[src/rtl/cfu_cmd_dispatcher.sv]
// Single-outstanding dispatcher between the CPU cmd/rsp port and two command
// targets (tinyML accelerator, user slot), with a watchdog error response.
module cfu_cmd_dispatcher #(
    parameter int unsigned TIMEOUT_CYCLES = 65536,
    parameter logic [31:0] ERR_RSP        = 32'hDEAD_BEEF
) (
    input  logic        clk,
    input  logic        reset,
    input  logic        cmd_valid,
    input  logic [9:0]  cmd_function_id,
    input  logic [31:0] cmd_inputs_0,
    input  logic [31:0] cmd_inputs_1,
    output logic        cmd_ready,
    output logic        rsp_valid,
    output logic [31:0] rsp_outputs_0,
    input  logic        rsp_ready,
    output logic [9:0]  t_cmd_function_id,
    output logic [31:0] t_cmd_inputs_0,
    output logic [31:0] t_cmd_inputs_1,
    output logic        t0_cmd_valid,
    input  logic        t0_cmd_ready,
    input  logic        t0_rsp_valid,
    input  logic [31:0] t0_rsp_outputs_0,
    output logic        t0_rsp_ready,
    output logic        t1_cmd_valid,
    input  logic        t1_cmd_ready,
    input  logic        t1_rsp_valid,
    input  logic [31:0] t1_rsp_outputs_0,
    output logic        t1_rsp_ready,
    output logic        timeout_err,
    output logic [15:0] err_count
);

    localparam int unsigned      CNT_W    = (TIMEOUT_CYCLES == 32'd0) ? 1 : $clog2(TIMEOUT_CYCLES + 32'd1);
    localparam logic [CNT_W-1:0] CNT_MAX  = {CNT_W{1'b1}};
    localparam logic [CNT_W-1:0] CNT_LAST = CNT_W'(TIMEOUT_CYCLES - 32'd1);
    localparam logic             WDOG_EN  = (TIMEOUT_CYCLES != 32'd0);

    typedef enum logic [1:0] {
        ST_IDLE  = 2'd0,
        ST_ISSUE = 2'd1,
        ST_WAIT  = 2'd2,
        ST_RESP  = 2'd3
    } state_t;

    state_t            state_r, state_s;
    logic              sel_r, sel_s;
    logic [CNT_W-1:0]  wdog_r, wdog_s, wdog_inc_s;
    logic              t0_valid_r, t0_valid_s;
    logic              t1_valid_r, t1_valid_s;
    logic [9:0]        fid_r, fid_s;
    logic [31:0]       in0_r, in0_s;
    logic [31:0]       in1_r, in1_s;
    logic [31:0]       rsp_data_r, rsp_data_s;
    logic              rsp_valid_r, rsp_valid_s;
    logic              timeout_r, timeout_s;
    logic [15:0]       err_cnt_r, err_cnt_s, err_inc_s;
    logic              sel_cmd_ready_s, sel_rsp_valid_s, wdog_fire_s;
    logic [31:0]       sel_rsp_data_s;

    // Selected-target muxing and saturating increments used by the FSM
    always_comb begin
        sel_cmd_ready_s = sel_r ? t1_cmd_ready : t0_cmd_ready;
        sel_rsp_valid_s = sel_r ? t1_rsp_valid : t0_rsp_valid;
        sel_rsp_data_s  = sel_r ? t1_rsp_outputs_0 : t0_rsp_outputs_0;
        wdog_inc_s      = (wdog_r == CNT_MAX) ? wdog_r : wdog_r + CNT_W'(32'd1);
        err_inc_s       = (err_cnt_r == 16'hFFFF) ? err_cnt_r : err_cnt_r + 16'd1;
        // Budget already spent also fires, so a late cmd accept cannot park WAIT forever
        wdog_fire_s     = WDOG_EN && (wdog_r >= CNT_LAST);
    end

    // Next-state and next-register values for the command FSM
    always_comb begin
        state_s     = state_r;
        sel_s       = sel_r;
        wdog_s      = wdog_r;
        t0_valid_s  = t0_valid_r;
        t1_valid_s  = t1_valid_r;
        fid_s       = fid_r;
        in0_s       = in0_r;
        in1_s       = in1_r;
        rsp_data_s  = rsp_data_r;
        rsp_valid_s = rsp_valid_r;
        timeout_s   = 1'b0;
        err_cnt_s   = err_cnt_r;
        case (state_r)
            ST_IDLE: begin
                if (cmd_valid) begin
                    fid_s      = cmd_function_id;
                    in0_s      = cmd_inputs_0;
                    in1_s      = cmd_inputs_1;
                    sel_s      = cmd_function_id[9];
                    wdog_s     = {CNT_W{1'b0}};
                    t0_valid_s = ~cmd_function_id[9];
                    t1_valid_s = cmd_function_id[9];
                    state_s    = ST_ISSUE;
                end else begin
                    state_s    = ST_IDLE;
                end
            end
            ST_ISSUE: begin
                wdog_s = wdog_inc_s;
                if (sel_cmd_ready_s) begin
                    t0_valid_s = 1'b0;
                    t1_valid_s = 1'b0;
                    state_s    = ST_WAIT;
                end else if (wdog_fire_s) begin
                    t0_valid_s  = 1'b0;
                    t1_valid_s  = 1'b0;
                    rsp_data_s  = ERR_RSP;
                    rsp_valid_s = 1'b1;
                    timeout_s   = 1'b1;
                    err_cnt_s   = err_inc_s;
                    state_s     = ST_RESP;
                end else begin
                    state_s = ST_ISSUE;
                end
            end
            ST_WAIT: begin
                wdog_s = wdog_inc_s;
                if (sel_rsp_valid_s) begin
                    rsp_data_s  = sel_rsp_data_s;
                    rsp_valid_s = 1'b1;
                    state_s     = ST_RESP;
                end else if (wdog_fire_s) begin
                    rsp_data_s  = ERR_RSP;
                    rsp_valid_s = 1'b1;
                    timeout_s   = 1'b1;
                    err_cnt_s   = err_inc_s;
                    state_s     = ST_RESP;
                end else begin
                    state_s = ST_WAIT;
                end
            end
            ST_RESP: begin
                if (rsp_ready) begin
                    rsp_valid_s = 1'b0;
                    state_s     = ST_IDLE;
                end else begin
                    state_s = ST_RESP;
                end
            end
            default: begin
                t0_valid_s  = 1'b0;
                t1_valid_s  = 1'b0;
                rsp_valid_s = 1'b0;
                state_s     = ST_IDLE;
            end
        endcase
    end

    // State and datapath registers, cleared by the asynchronous reset
    always_ff @(posedge clk or posedge reset) begin
        if (reset) begin
            state_r     <= ST_IDLE;
            sel_r       <= 1'b0;
            wdog_r      <= {CNT_W{1'b0}};
            t0_valid_r  <= 1'b0;
            t1_valid_r  <= 1'b0;
            fid_r       <= 10'd0;
            in0_r       <= 32'd0;
            in1_r       <= 32'd0;
            rsp_data_r  <= 32'd0;
            rsp_valid_r <= 1'b0;
            timeout_r   <= 1'b0;
            err_cnt_r   <= 16'd0;
        end else begin
            state_r     <= state_s;
            sel_r       <= sel_s;
            wdog_r      <= wdog_s;
            t0_valid_r  <= t0_valid_s;
            t1_valid_r  <= t1_valid_s;
            fid_r       <= fid_s;
            in0_r       <= in0_s;
            in1_r       <= in1_s;
            rsp_data_r  <= rsp_data_s;
            rsp_valid_r <= rsp_valid_s;
            timeout_r   <= timeout_s;
            err_cnt_r   <= err_cnt_s;
        end
    end

    assign cmd_ready         = (state_r == ST_IDLE);
    assign t0_rsp_ready      = (state_r == ST_WAIT) && !sel_r;
    assign t1_rsp_ready      = (state_r == ST_WAIT) && sel_r;
    assign rsp_valid         = rsp_valid_r;
    assign rsp_outputs_0     = rsp_data_r;
    assign t_cmd_function_id = fid_r;
    assign t_cmd_inputs_0    = in0_r;
    assign t_cmd_inputs_1    = in1_r;
    assign t0_cmd_valid      = t0_valid_r;
    assign t1_cmd_valid      = t1_valid_r;
    assign timeout_err       = timeout_r;
    assign err_count         = err_cnt_r;

endmodule

[config.mk]
export PLATFORM = sky130hd
export DESIGN_NAME = cfu_cmd_dispatcher
export DESIGN_NICKNAME = d
export VERILOG_FILES = /design/src/rtl/cfu_cmd_dispatcher.sv
export SDC_FILE = /design/constraint.sdc
export NUM_CORES = 1
export LEC_CHECK = 0
export CORE_MARGIN = 2
export CORE_UTILIZATION = 25
export CTS_CLUSTER_DIAMETER = 120
export DETAILED_ROUTE_END_ITERATION = 12
export GPL_TIMING_DRIVEN = 1
export REMOVE_ABC_BUFFERS = 1
export SETUP_SLACK_MARGIN = 0.1
export SLEW_MARGIN = 20
export SYNTH_ARGS = -nofsm -noshare
export SYNTH_HDL_FRONTEND = slang
export SYNTH_SLANG_ARGS = --single-unit
[constraint.sdc]
create_clock -name clk -period 4.53 [get_ports clk]
set_input_delay 0.6795 -clock clk [delete_from_list [all_inputs] [get_ports clk]]
set_output_delay 0.6795 -clock clk [all_outputs]
set_load 0.005 [all_outputs]
# Yosys cells after proc, flatten, opt, wreduce, memory -nomap -nowiden
# Index checks and enable logic that the tools add are counted.
# totals
reg_bits	146
output_inout_bits	129
inputBits	146
wordCells	79
# op_classes
eq_ne	11
mux	37
add_sub_neg	2
n_reduce_logical	15
magnitude_cmp	1
n_bitwise	1
# ops
cell	count
2-to-1 mux 32 bit	4
2-to-1 mux 16 bit	4
case mux 32 bit (2 select lines)	1
2-to-1 mux 17 bit	2
case mux 17 bit (2 select lines)	1
case mux 16 bit (2 select lines)	1
adder 17 x 1 -> 17 bit (second input constant)	1
equality test 17 bit (second input constant)	1
>= comparator 17 x 16 -> 1 bit (second input constant)	1
adder 16 x 1 -> 16 bit (second input constant)	1
equality test 16 bit (second input constant)	1
2-to-1 mux 1 bit	16
AND reduction 3 bit	4
!= test 2 bit (second input constant)	5
case mux 2 bit (4 select lines)	1
2-to-1 mux 2 bit	3
case mux 1 bit (2 select lines)	3
nonzero test 2 bit	3
equality test 2 bit (second input constant)	2
AND reduction 2 bit	2
!= test 3 bit (second input constant)	1
case mux 1 bit (3 select lines)	1
nonzero test 3 bit	1
equality test 2 x 1 -> 1 bit (second input constant)	1
5 further kinds	6

# Longest topological paths before layout
# Gate-level depths: netlist (run 1).
# logic_depth
depth_word	5
mapped_depth	11
mapped_depth_nobuf	10

# Worst setup path after synthesis (run 1)
# No wires, ideal clock.
# synth_timing
path_kind	flip-flop to flip-flop
from	register wdog_r[0]
to	register wdog_r[12]
arrival_ps	2262
setup_time_ps	95
required_time_ps	4435
path_stages_with_launch	12
slack_ps	2172
period_less_slack_ps	2358
path_buffers	2
path_cell_list	dfrtp_1 -> ha_1 -> nand2_1 -> or3_1 -> nor3_1 -> ha_1 -> a21o_1 -> or2_2 -> clkbuf_1 -> clkbuf_1 -> o21ai_0 -> o31ai_1
# synth_via
elab_chain_len	3
word_cells_on_any_way	6
classes_between	1 x add/sub; 2 x eq/ne; 2 x mux; 1 x reduce/logical
# synth_lines
element	line_no	rtl
start: declaration	48	logic [CNT_W-1:0] wdog_r, wdog_s, wdog_inc_s;
start signal: assignment	157	wdog_r <= {CNT_W{1'b0}};
start signal: assignment	170	wdog_r <= wdog_s;
adder 17 x 1 -> 17 bit or equality test 17 bit (tied branches)	66	wdog_inc_s = (wdog_r == CNT_MAX) ? wdog_r : wdog_r + CNT_W'(32'd1);
2-to-1 mux 17 bit or != test 2 bit (tied branches)	n/a	
case mux 17 bit (2 select lines) or AND reduction 3 bit (tied branches)	n/a	
# Several ways; a longest one is shown, not always the timed one. The select of a mux whose other input is x is not followed.
# A chain may end at the register's enable or synchronous reset.

# Worst setup path in the final report (run 1)
# layout_timing
from	register wdog_r[4]
to	register rsp_data_r[31] (netlist: rsp_outputs_0[31])
# layout_via
elab_chain_len	4
word_cells_on_any_way	5
classes_between	1 x order compare; 4 x mux
# layout_lines
element	line_no	rtl
>= comparator 17 x 16 -> 1 bit (*)	69	wdog_fire_s = WDOG_EN && (wdog_r >= CNT_LAST);
2-to-1 mux 32 bit (*)	n/a	
2-to-1 mux 32 bit (on tied branches)	n/a	
case mux 32 bit (2 select lines) (*)	n/a	
end signal: assignment	176	rsp_data_r <= rsp_data_s;
end: declaration	54	logic [31:0] rsp_data_r, rsp_data_s;
# Mark *: on every way between the ends. The rest lies on a longest branch, timed or not. The select of a mux whose other input is x is not followed.

==> results of run 1 <==
-- cells in the final DEF, fill, tap and decap left out, types with 2 or more instances in the layout --
cell / synthesis / routed
a21oi_1: 9 / 9
mux2_4: 3 / 3
nor2_1: 15 / 15
nor2b_1: 4 / 4
inv_1: 11 / 10
o2bb2ai_1: 8 / 8
dfrtp_1: 145 / 144
o21ai_0: 14 / 14
nand4_1: 10 / 10
o21ai_2: 2 / 2
buf_4: 4 / 4
or3_1: 4 / 4
xnor2_1: 20 / 20
mux2_2: 74 / 74
and4_1: 3 / 3
xor2_1: 2 / 2
inv_6: 0 / 5
a21o_1: 3 / 3
o31ai_1: 4 / 4
a2bb2oi_1: 4 / 4
nor3_1: 8 / 8
ha_1: 9 / 9
clkbuf_16: 0 / 17
nand3_1: 13 / 13
inv_8: 0 / 3
or2_2: 2 / 2
mux2i_1: 32 / 32
a2bb2oi_2: 20 / 20
clkinv_4: 0 / 4
and3_1: 6 / 6
clkdlybuf4s50_1: 0 / 274
nand2_1: 21 / 20
and2_1: 4 / 4
-- per-stage QoR --
stage          hold WS, ns  TNS (ns)  instances  instance area, µm²  utilization
2_1_floorplan        0.459     -6.40        465                6370            -
3_3_place_gp         0.471         0       1079                9600        0.372
3_5_place_dp         0.477         0       1079                9600        0.372
4_1_cts              0.491         0       1111               10200        0.395
5_1_grt              0.499         0       1111               10200        0.395
6_report             0.485         0       1111               10200        0.395
-- layer usage --
metal | GRT usage | share of wire | up-vias
met5 | 0 | 0 | -
met4 | 0.0494 | 0.021 | 0
met3 | 0.0420 | 0.084 | 24
met2 | 0.205 | 0.47 | 177
met1 | 0.163 | 0.42 | 2369
li1 | - | - | 2321
-- cell type report --
| cell class | count | area, µm² |
|---|---|---|
| clock buffer | 18 | 429 |
| clock inverter | 14 | 146 |
| fill | 2508 | 15600 |
| inverter | 11 | 46.3 |
| multi-input combinational | 309 | 2710 |
| sequential | 145 | 3630 |
| tap | 335 | 419 |
| timing repair buffer | 279 | 2790 |
-- power groups by stage --
stage	Clock [W]	Combinational, W	Sequential (W)
after floorplan	0	0.00110	0.00220
after global placement	0	0.00265	0.00212
after detailed placement	0	0.00265	0.00214
after CTS	0.00144	0.00266	0.00212
after global routing	0.00150	0.00282	0.00218
final	0.00138	0.00261	0.00211
-- worst min path at each step --
stage | start | cells after the start | endpoint | slack [ns]
3_5_place_dp | rsp_outputs_0[29] | 1 | rsp_outputs_0[29] | 0.48
6_report | rsp_outputs_0[4] | 1 | rsp_outputs_0[4] | 0.49
3_3_place_gp | rsp_outputs_0[24] | 1 | rsp_outputs_0[24] | 0.47
4_1_cts | rsp_outputs_0[4] | 1 | rsp_outputs_0[4] | 0.49
5_1_grt | rsp_outputs_0[4] | 1 | rsp_outputs_0[4] | 0.50
2_1_floorplan | wdog_r[12] | 1 | wdog_r[12] | 0.46
-- sequential cells by signal, summed over array words and instances, names as in the netlist, 2 cells and up --
name / count
rsp_outputs_0: 32
t_cmd_inputs_0: 32
t_cmd_inputs_1: 32
wdog_r: 17
err_count: 16
t_cmd_function_id: 9
state_r: 2
-- kinds of logic (layout without fill, tap and decap cells) --
family	after synthesis	count (layout)	share of synthesized area
buffers and inverters	35	322	0.0262
xor gates and xnor gates	22	22	0.0297
adders and majority gates	9	9	0.0173
muxes	109	109	0.184
AOI/OAI and AO/OA	72	72	0.106
DFF	145	145	0.558
and+or+nand+nor	97	97	0.0780
-- worst register-to-register path, stage by stage (launching register included) --
cell and delay [ns]:
dfrtp_1 0.42, nand4_1 0.16, or4_4 0.58, o21ai_2 0.75
o21a_4 0.53, a2bb2oi_1 0.23
==> metrics.md, run 1 <==
| Metric | Value |
|---|---|
| Synth async-reset ratio | `1.00` |
| Hold crit path type | `reg2reg` |
| Vias post-DR | `4891` |
| Switch Pwr | `0.00187 W` |
| Worst path arrival time | `3.08 ns` |
| Yosys warning total | `0` |
| Clk buf depth | `2` |
| Setup Viol. Count Final | `0` |
| Total Nets Final | `918` |
| Buf/Inv on CP | `0` |
| Crit Path Max Fanout | `24` |
| Die Height | `165 µm` |
| Top_reg_cell synth | `dfrtp_1` |
| Combinational share of power | `0.427` |
| R2r setup slk | `1.79 ns` |
| Setup CP Type | `reg2reg` |
| Via density | `4.40` |
| Port bufs | `274` |
| Syn-to-layout area delta | `56.5%` |
| Ranking of synthesized cells by area | `dfrtp_1 (56%), mux2_2 (13%), mux2i_1 (4.9%)` |
| GPL Wtd Cong | `0.745` |
| Synth Instances | `489` |
| Crit path cell chain | `nand4_1 > or4_4 > o21ai_2 > o21a_4 > a2bb2oi_1` |
| Routed Antenna Nets | `0` |
| Total die area | `27300 µm²` |
| Global-route usage over all layers | `0.129` |
| FF-to-FF End | `rsp_outputs_0[31]` |
| Top cells by count, synth | `dfrtp_1 (145), mux2_2 (74), mux2i_1 (32)` |
| Critical Path End | `rsp_outputs_0[31]` |
| PD cells | `600 nW/µm²` |
| Final worst slack | `1.79 ns` |
| Register bit total from synthesis | `145` |
| Synth cell types | `47` |
| Max-slew violation count | `0` |
| Die X-Extent | `165 µm` |
| Final min period | `2.74 ns` |
| Crit. End Element | `flip-flop` |
| Leakage power | `4.15 nW` |
| Clock Sinks | `145` |
| Number of cells on the critical path | `5` |
| Final Skew | `0.0120 ns` |
| Unrepaired setup endpoints after global routing | `no` |
| Post-synthesis average cell area | `13.3 µm²` |
| CP Launch Type | `flip-flop` |
| Post-DP HPWL | `13100 µm` |
| Worst R2R Start | `wdog_r[4]` |
| Peak VDD IR | `0.231 mV` |
| Flop pwr share | `0.346` |
| Synth Cell Area | `6500 µm²` |
| Cell taking the most area after synthesis | `dfrtp_1` |
| Post-CTS Hold Fix Bufs | `0` |
| Place WS | `1.75 ns` |
| CTS tree | `yes` |
| Rows | `59` |
| Initial core utilization | `0.252` |
| Max_cap viols | `0` |
| Post-CTS Setup Bufs | `0` |
| Switching Share | `0.306` |
| Detailed-route DRC error count | `0` |
| Core box area | `25800 µm²` |
| Crit share post-route | `0.605` |
| Num ports | `275` |
| Resize count post-CTS | `0` |
| Worst reg2reg path depth | `5` |
| Status | `finished, final reports clean` |
| Largest net degree at the start of global routing | `93` |
| Yosys top cell area share | `0.558` |
| Share of cells above drive strength 1 | `0.187` |
| Hold Fails Final Rpt | `0` |
| P_int | `0.00424 W` |
| Sequential area share after synthesis | `0.558` |
| Relative slew margins | `0.374` |
| Worst-path clk slew | `0.06 ns` |
| Least-Margin Pin Slew | `0.939 ns` |
| Slowest CP cell | `o21ai_2` |
| First-pass DRT Iterations | `6` |
| CP max stage delay | `0.75 ns` |
| Critical Path RT | `4.86 ns` |
| Clock share of power | `0.227` |
| Post-synth EDFFs | `0` |
| Number of H-tree levels | `4` |
| Post-Route WL | `18100 µm` |
| Initial antenna violation count | `1` |
| Worst-skew pair later-pin latency | `0.42 ns` |
| Pwr Total | `0.00610 W` |
| Vias in the first global route | `4888` |
| Grt ovf | `0` |
| Detailed router's first-iteration violation count | `233` |
| CTS Buf Count | `17` |
| Global-route wire length before repair | `26900 µm` |
| CP Launch Point | `wdog_r[4]` |
| Most numerous cell in the Yosys netlist | `dfrtp_1` |
| Routed len/inst | `16.3 µm` |
| Root Buffer | `clkbuf_16` |
| Max frequency | `365 MHz` |
| Largest delay share family, worst path | `compound AO/OA/AOI/OAI gates` |
| N_diodes | `0` |
(Power assumes the default switching activity.)
==> run 2, diff against run 1 <==
==> constraint.sdc (replaced) <==
create_clock -name clk -period 2.4 [get_ports clk]
set_input_delay 0.36 -clock clk [delete_from_list [all_inputs] [get_ports clk]]
set_output_delay 0.36 -clock clk [all_outputs]
set_load 0.005 [all_outputs]
==> run 2 against run 1 <==
Against the previous run:
- die area unchanged
- routed wire length is 3.1% higher
- count of clock-buffer cells in the layout is 1 higher
- maximum frequency is 23% higher
- highest routed layer unchanged
- worst setup slack got worse by 1.6 ns
- first-iteration DRC count shrank 24%
- via count rose by 0.90%
- sequential cell count unchanged
- combinational power increased by 97%
==> metrics.md, run 2 (synthesis gave the netlist of run 1 again) <==
| Metric | Value |
|---|---|
| Total die area | `27300 µm²` |
| PD cells | `1140 nW/µm²` |
| Routed Antenna Nets | `0` |
| Unrepaired setup endpoints after global routing | `yes` |
| Final worst slack | `0.167 ns` |
| Crit. End Element | `flip-flop` |
| Most frequent cells in the layout | `clkdlybuf4s50_1 (274), dfrtp_1 (143), mux2_2 (74)` |
| Port bufs | `274` |
| Die Height | `165 µm` |
| Hold Fails Final Rpt | `0` |
| Vias in the first global route | `4994` |
| Grt ovf | `0` |
| Detailed-route DRC error count | `0` |
| Worst-path clk slew | `0.06 ns` |
| Num ports | `275` |
| Final Skew | `0.00808 ns` |
| Setup Viol. Count Final | `0` |
| Total Nets Final | `937` |
| Syn-to-layout area delta | `62.0%` |
| Vias post-DR | `4935` |
| Crit Path Max Fanout | `8` |
| Max frequency | `448 MHz` |
| Status | `finished, final reports clean` |
| Global-route usage over all layers | `0.131` |
| Share of cells above drive strength 1 | `0.221` |
| Critical Path RT | `2.74 ns` |
| N_diodes | `0` |
| Via density | `4.37` |
| Initial antenna violation count | `0` |
| DP Area | `9790 µm²` |
| Largest net degree at the start of global routing | `47` |
| Final setup TNS | `0 ns` |
| Relative slew margins | `0.479` |
| First-pass DRT Iterations | `6` |
| Core box area | `25800 µm²` |
| Setup CP Type | `reg2reg` |
| Peak VDD IR | `0.622 mV` |
| Least-Margin Pin Slew | `0.775 ns` |
| Place WS | `0.0666 ns` |
| Post-DP HPWL | `13800 µm` |
| Crit share post-route | `0.930` |
| Rows | `59` |
| Max-slew violation count | `0` |
| Worst-skew pair later-pin latency | `0.41 ns` |
| Final instance area | `10500 µm²` |
| Routed len/inst | `16.5 µm` |
| CP Launch Type | `flip-flop` |
| CTS Buf Count | `17` |
| Max_cap viols | `0` |
| Initial core utilization | `0.252` |
| Clk buf depth | `2` |
| CTS tree | `yes` |
| Number of H-tree levels | `4` |
| Leakage power | `4.32 nW` |
| Die X-Extent | `165 µm` |
| Root Buffer | `clkbuf_16` |
| Detailed router's first-iteration violation count | `178` |
| Clock Sinks | `145` |
| Hold crit path type | `in2async` |
| Global-route wire length before repair | `27400 µm` |
| Post-Route WL | `18700 µm` |
| Final min period | `2.23 ns` |
| Commonest non-fill, non-tap cell in the layout | `clkdlybuf4s50_1` |
| Worst path arrival time | `2.57 ns` |
| GPL Wtd Cong | `0.776` |
## run 2: where the power goes
group | switching, W | internal (W) | total (W)
clock | 0.00110 | 0.00180 | 0.00290
combinational | 0.00187 | 0.00327 | 0.00514
sequential | 0.000582 | 0.00342 | 0.00400
total | 0.00355 | 0.00849 | 0.0120
## run 2: final timing paths
kind | slack (ns) | cells after the start | from | end
worst min register to register | 0.49 | 1 | rsp_outputs_0[14] | rsp_outputs_0[14]
max in group asynchronous | 1.44 | 3 | reset | rsp_outputs_0[6]
worst min-delay path | 0.33 | 2 | reset | t_cmd_inputs_1[5]
min in group clk | 0.49 | 1 | rsp_outputs_0[14] | rsp_outputs_0[14]
worst max register to register | 0.17 | 10 | wdog_r[1] | wdog_r[11]
worst max-delay path | 0.17 | 10 | wdog_r[1] | wdog_r[11]
## run 2: repair_timing
| item | 4_1_cts | 5_1_grt |
|---|---|---|
| resized for setup | 2 | 14 |
| setup buffers | 3 | 0 |
| pin swaps | 1 | 0 |
| hold buffers | 0 | 0 |
| endpoints found under the setup margin | 23 | 70 |
| gates cloned | 0 | 0 |
## run 2: layer usage
layer | part of all wire | global-route usage | up-vias
met5 | 0 | 0 | -
met4 | 0.015 | 0.0415 | 0
met3 | 0.085 | 0.0527 | 13
met2 | 0.48 | 0.213 | 180
met1 | 0.41 | 0.160 | 2392
li1 | - | - | 2350
## run 2: stage by stage
stage	power (W)	util	hold slack [ns]	instances
after global routing	0.0128	0.409	0.342	1130
after floorplan	0.00623	-	0.459	465
after CTS	0.0122	0.406	0.335	1130
final	0.0120	0.409	0.335	1130
after global placement	0.00915	0.380	0.471	1095
after detailed placement	0.00920	0.380	0.473	1095
## run 2: critical path: stages, from the launching register on
cell,delay (ns)
dfrtp_1,0.43
ha_4,0.19
nand2_2,0.08
or3_4,0.13
nor3_4,0.04
ha_1,0.19
a21o_1,0.20
or2_4,0.26
buf_4,0.17
or3_1,0.33
a21oi_2,0.15
## run 2: cell type report
class	instances	area (µm²)
sequential	145	3630
multi-input combinational	309	2780
fill	2475	15200
tap	335	419
timing repair buffer	298	3010
clock buffer	19	443
clock inverter	13	198
inverter	11	46.3
==> run 3, diff against run 2 <==
--- a/config.mk
+++ b/config.mk
@@ -5,10 +5,10 @@
 export SDC_FILE = /design/constraint.sdc
 export NUM_CORES = 1
 export LEC_CHECK = 0
-export CORE_MARGIN = 2
 export CORE_UTILIZATION = 25
 export CTS_CLUSTER_DIAMETER = 120
 export DETAILED_ROUTE_END_ITERATION = 12
+export DONT_BUFFER_PORTS = 1
 export GPL_TIMING_DRIVEN = 1
 export REMOVE_ABC_BUFFERS = 1
 export SETUP_SLACK_MARGIN = 0.1
==> run 3 against run 2 <==
Against the previous run:
- maximum frequency increased by 3.4%
- global-route usage down 1.9 points
- critical path depth unchanged
- final area down 27%
- register-to-register slack gained 0.07 ns
- power is 20% lower
- via count shrank 20%
- critical path type unchanged
- largest cell class unchanged
==> metrics.md, run 3 (synthesis gave the netlist of run 1 again) <==
| Metric | Value |
|---|---|
| Via density | `4.62` |
| Syn-to-layout area delta | `18.5%` |
| Clk buf depth | `2` |
| Largest net degree at the start of global routing | `59` |
| Crit Path Max Fanout | `15` |
| Rows | `58` |
| Critical Path RT | `2.70 ns` |
| Post-Route WL | `15500 µm` |
| Crit share post-route | `0.900` |
| Relative slew margins | `0.578` |
| Die X-Extent | `163 µm` |
| First-pass DRT Iterations | `4` |
| Share of cells above drive strength 1 | `0.327` |
| Most frequent cells in the layout | `dfrtp_1 (144), mux2_2 (74), mux2i_1 (32)` |
| CP Launch Point | `wdog_r[0]` |
| Vias in the first global route | `3999` |
| Vias post-DR | `3965` |
| Final min period | `2.16 ns` |
| CTS tree | `yes` |
| Setup CP Type | `reg2reg` |
| Final instance area | `7700 µm²` |
| Total die area | `26600 µm²` |
| DP Area | `7040 µm²` |
| Initial core utilization | `0.257` |
| Max-slew violation count | `0` |
| Hold crit path type | `in2reg` |
| CTS Buf Count | `17` |
| Worst R2R Start | `wdog_r[0]` |
| GPL Wtd Cong | `0.715` |
| Worst path arrival time | `2.46 ns` |
| Setup Viol. Count Final | `0` |
| Num ports | `275` |
| Port bufs | `0` |
| Status | `finished, final reports clean` |
| Detailed router's first-iteration violation count | `167` |
| Leakage power | `3.25 nW` |
| Crit. End Element | `flip-flop` |
| Initial antenna violation count | `1` |
| DP Cell Count | `819` |
| Util after Layout | `0.304` |
| Peak VDD IR | `0.406 mV` |
| Core box area | `25300 µm²` |
| Worst-path clk slew | `0.06 ns` |
| Hold wc startpoint | `cmd_inputs_0[11]` |
| Commonest non-fill, non-tap cell in the layout | `dfrtp_1` |
| N_diodes | `0` |
| Post-DP HPWL | `11500 µm` |
| Max_cap viols | `0` |
| Grt ovf | `0` |
| Final Skew | `0.0131 ns` |
| Root Buffer | `clkbuf_16` |
| Routed len/inst | `18.0 µm` |
| Non-Filler Instances | `859` |
| Worst-skew pair later-pin latency | `0.41 ns` |
| Max frequency | `463 MHz` |
| Total Nets Final | `671` |
| Routed Antenna Nets | `0` |
| Number of H-tree levels | `4` |
| Layout filler cell count | `2562` |
| Unrepaired setup endpoints after global routing | `no` |
| Hold Fails Final Rpt | `0` |
| Pwr Total | `0.00963 W` |
| PD cells | `1250 nW/µm²` |
| Least-Margin Pin Slew | `0.628 ns` |
| Global-route usage over all layers | `0.112` |
| Clock Sinks | `145` |
| Global-route wire length before repair | `22600 µm` |
| Die Height | `163 µm` |
| Detailed-route DRC error count | `0` |
| CP Launch Type | `flip-flop` |
==> run 3: changes by cell type in the layout (fill, tap and decap cells not counted), sizes merged <==
cell / change
dlygate4sd3: +1
clkinv: +4
clkbuf: +2
clkinvlp: +2
inv: -5
buf: +7
bufinv: -3
clkdlybuf4s50: -274
==> run 3: area by class of cell <==
class                      count  area (µm²)  share of cell area
clock buffer                  21         470              0.0611
clock inverter                11         105              0.0136
inverter                      11        46.3             0.00601
multi-input combinational    309        2730               0.354
sequential                   145        3630               0.471
tap                          330         413              0.0536
timing repair buffer          32         309              0.0401
==> run 3: worst paths after layout <==
kind	cells after the start	to	slack [ns]
max in group asynchronous	3	rsp_outputs_0[24]	1.21
setup / recovery	10	err_count[1]	0.24
hold / removal	1	t_cmd_inputs_0[11]	0.09
min in group asynchronous	2	t_cmd_inputs_0[26]	0.51
setup reg to reg	10	err_count[1]	0.24
hold reg to reg	1	wdog_r[14]	0.51
==> run 3: report_power, final <==
group / internal [W] / switching [W] / total [W]
logic: 0.00153 / 0.00121 / 0.00274
clock network: 0.00151 / 0.00105 / 0.00256
registers: 0.00343 / 0.000900 / 0.00433
==> run 3: what timing repair did <==
| action | in CTS | in global routing |
|---|---|---|
| setup endpoints to repair | 1 | 52 |
| setup buffers | 0 | 7 |
| hold buffers | 1 | 0 |
| endpoints found under the hold margin | 53 | 0 |
| pin swaps | 0 | 0 |
| resized for setup | 1 | 4 |
==> run 3: metal layers <==
layer / wire [µm] / vias to the layer above / GRT usage
met3: 1270 / 14 / 0.0427
met2: 7410 / 171 / 0.180
met4: 279 / 2 / 0.0484
met5: 17 / - / 0
li1: - / 1823 / -
met1: 6520 / 1955 / 0.134
==> run 3: critical path, cell delays in order (launching register included) <==
cell and delay (ns):
dfrtp_1 0.38, ha_1 0.18, nand2_1 0.10, or3_4 0.36
nor3_4 0.14, ha_1 0.17, nor2_1 0.04, o21ai_2 0.10
buf_6 0.20, nand2_2 0.09, mux2_4 0.30
==> run 3: per-stage QoR <==
stage               hold WS, ns  setup TNS [ns]  setup slack, ns
global route             0.0636               0            0.124
floorplan                 0.459         -329.82            -1.85
detailed placement        0.338               0            0.110
global placement          0.328               0            0.180
CTS                      0.0663               0            0.111
finish                   0.0931               0            0.241
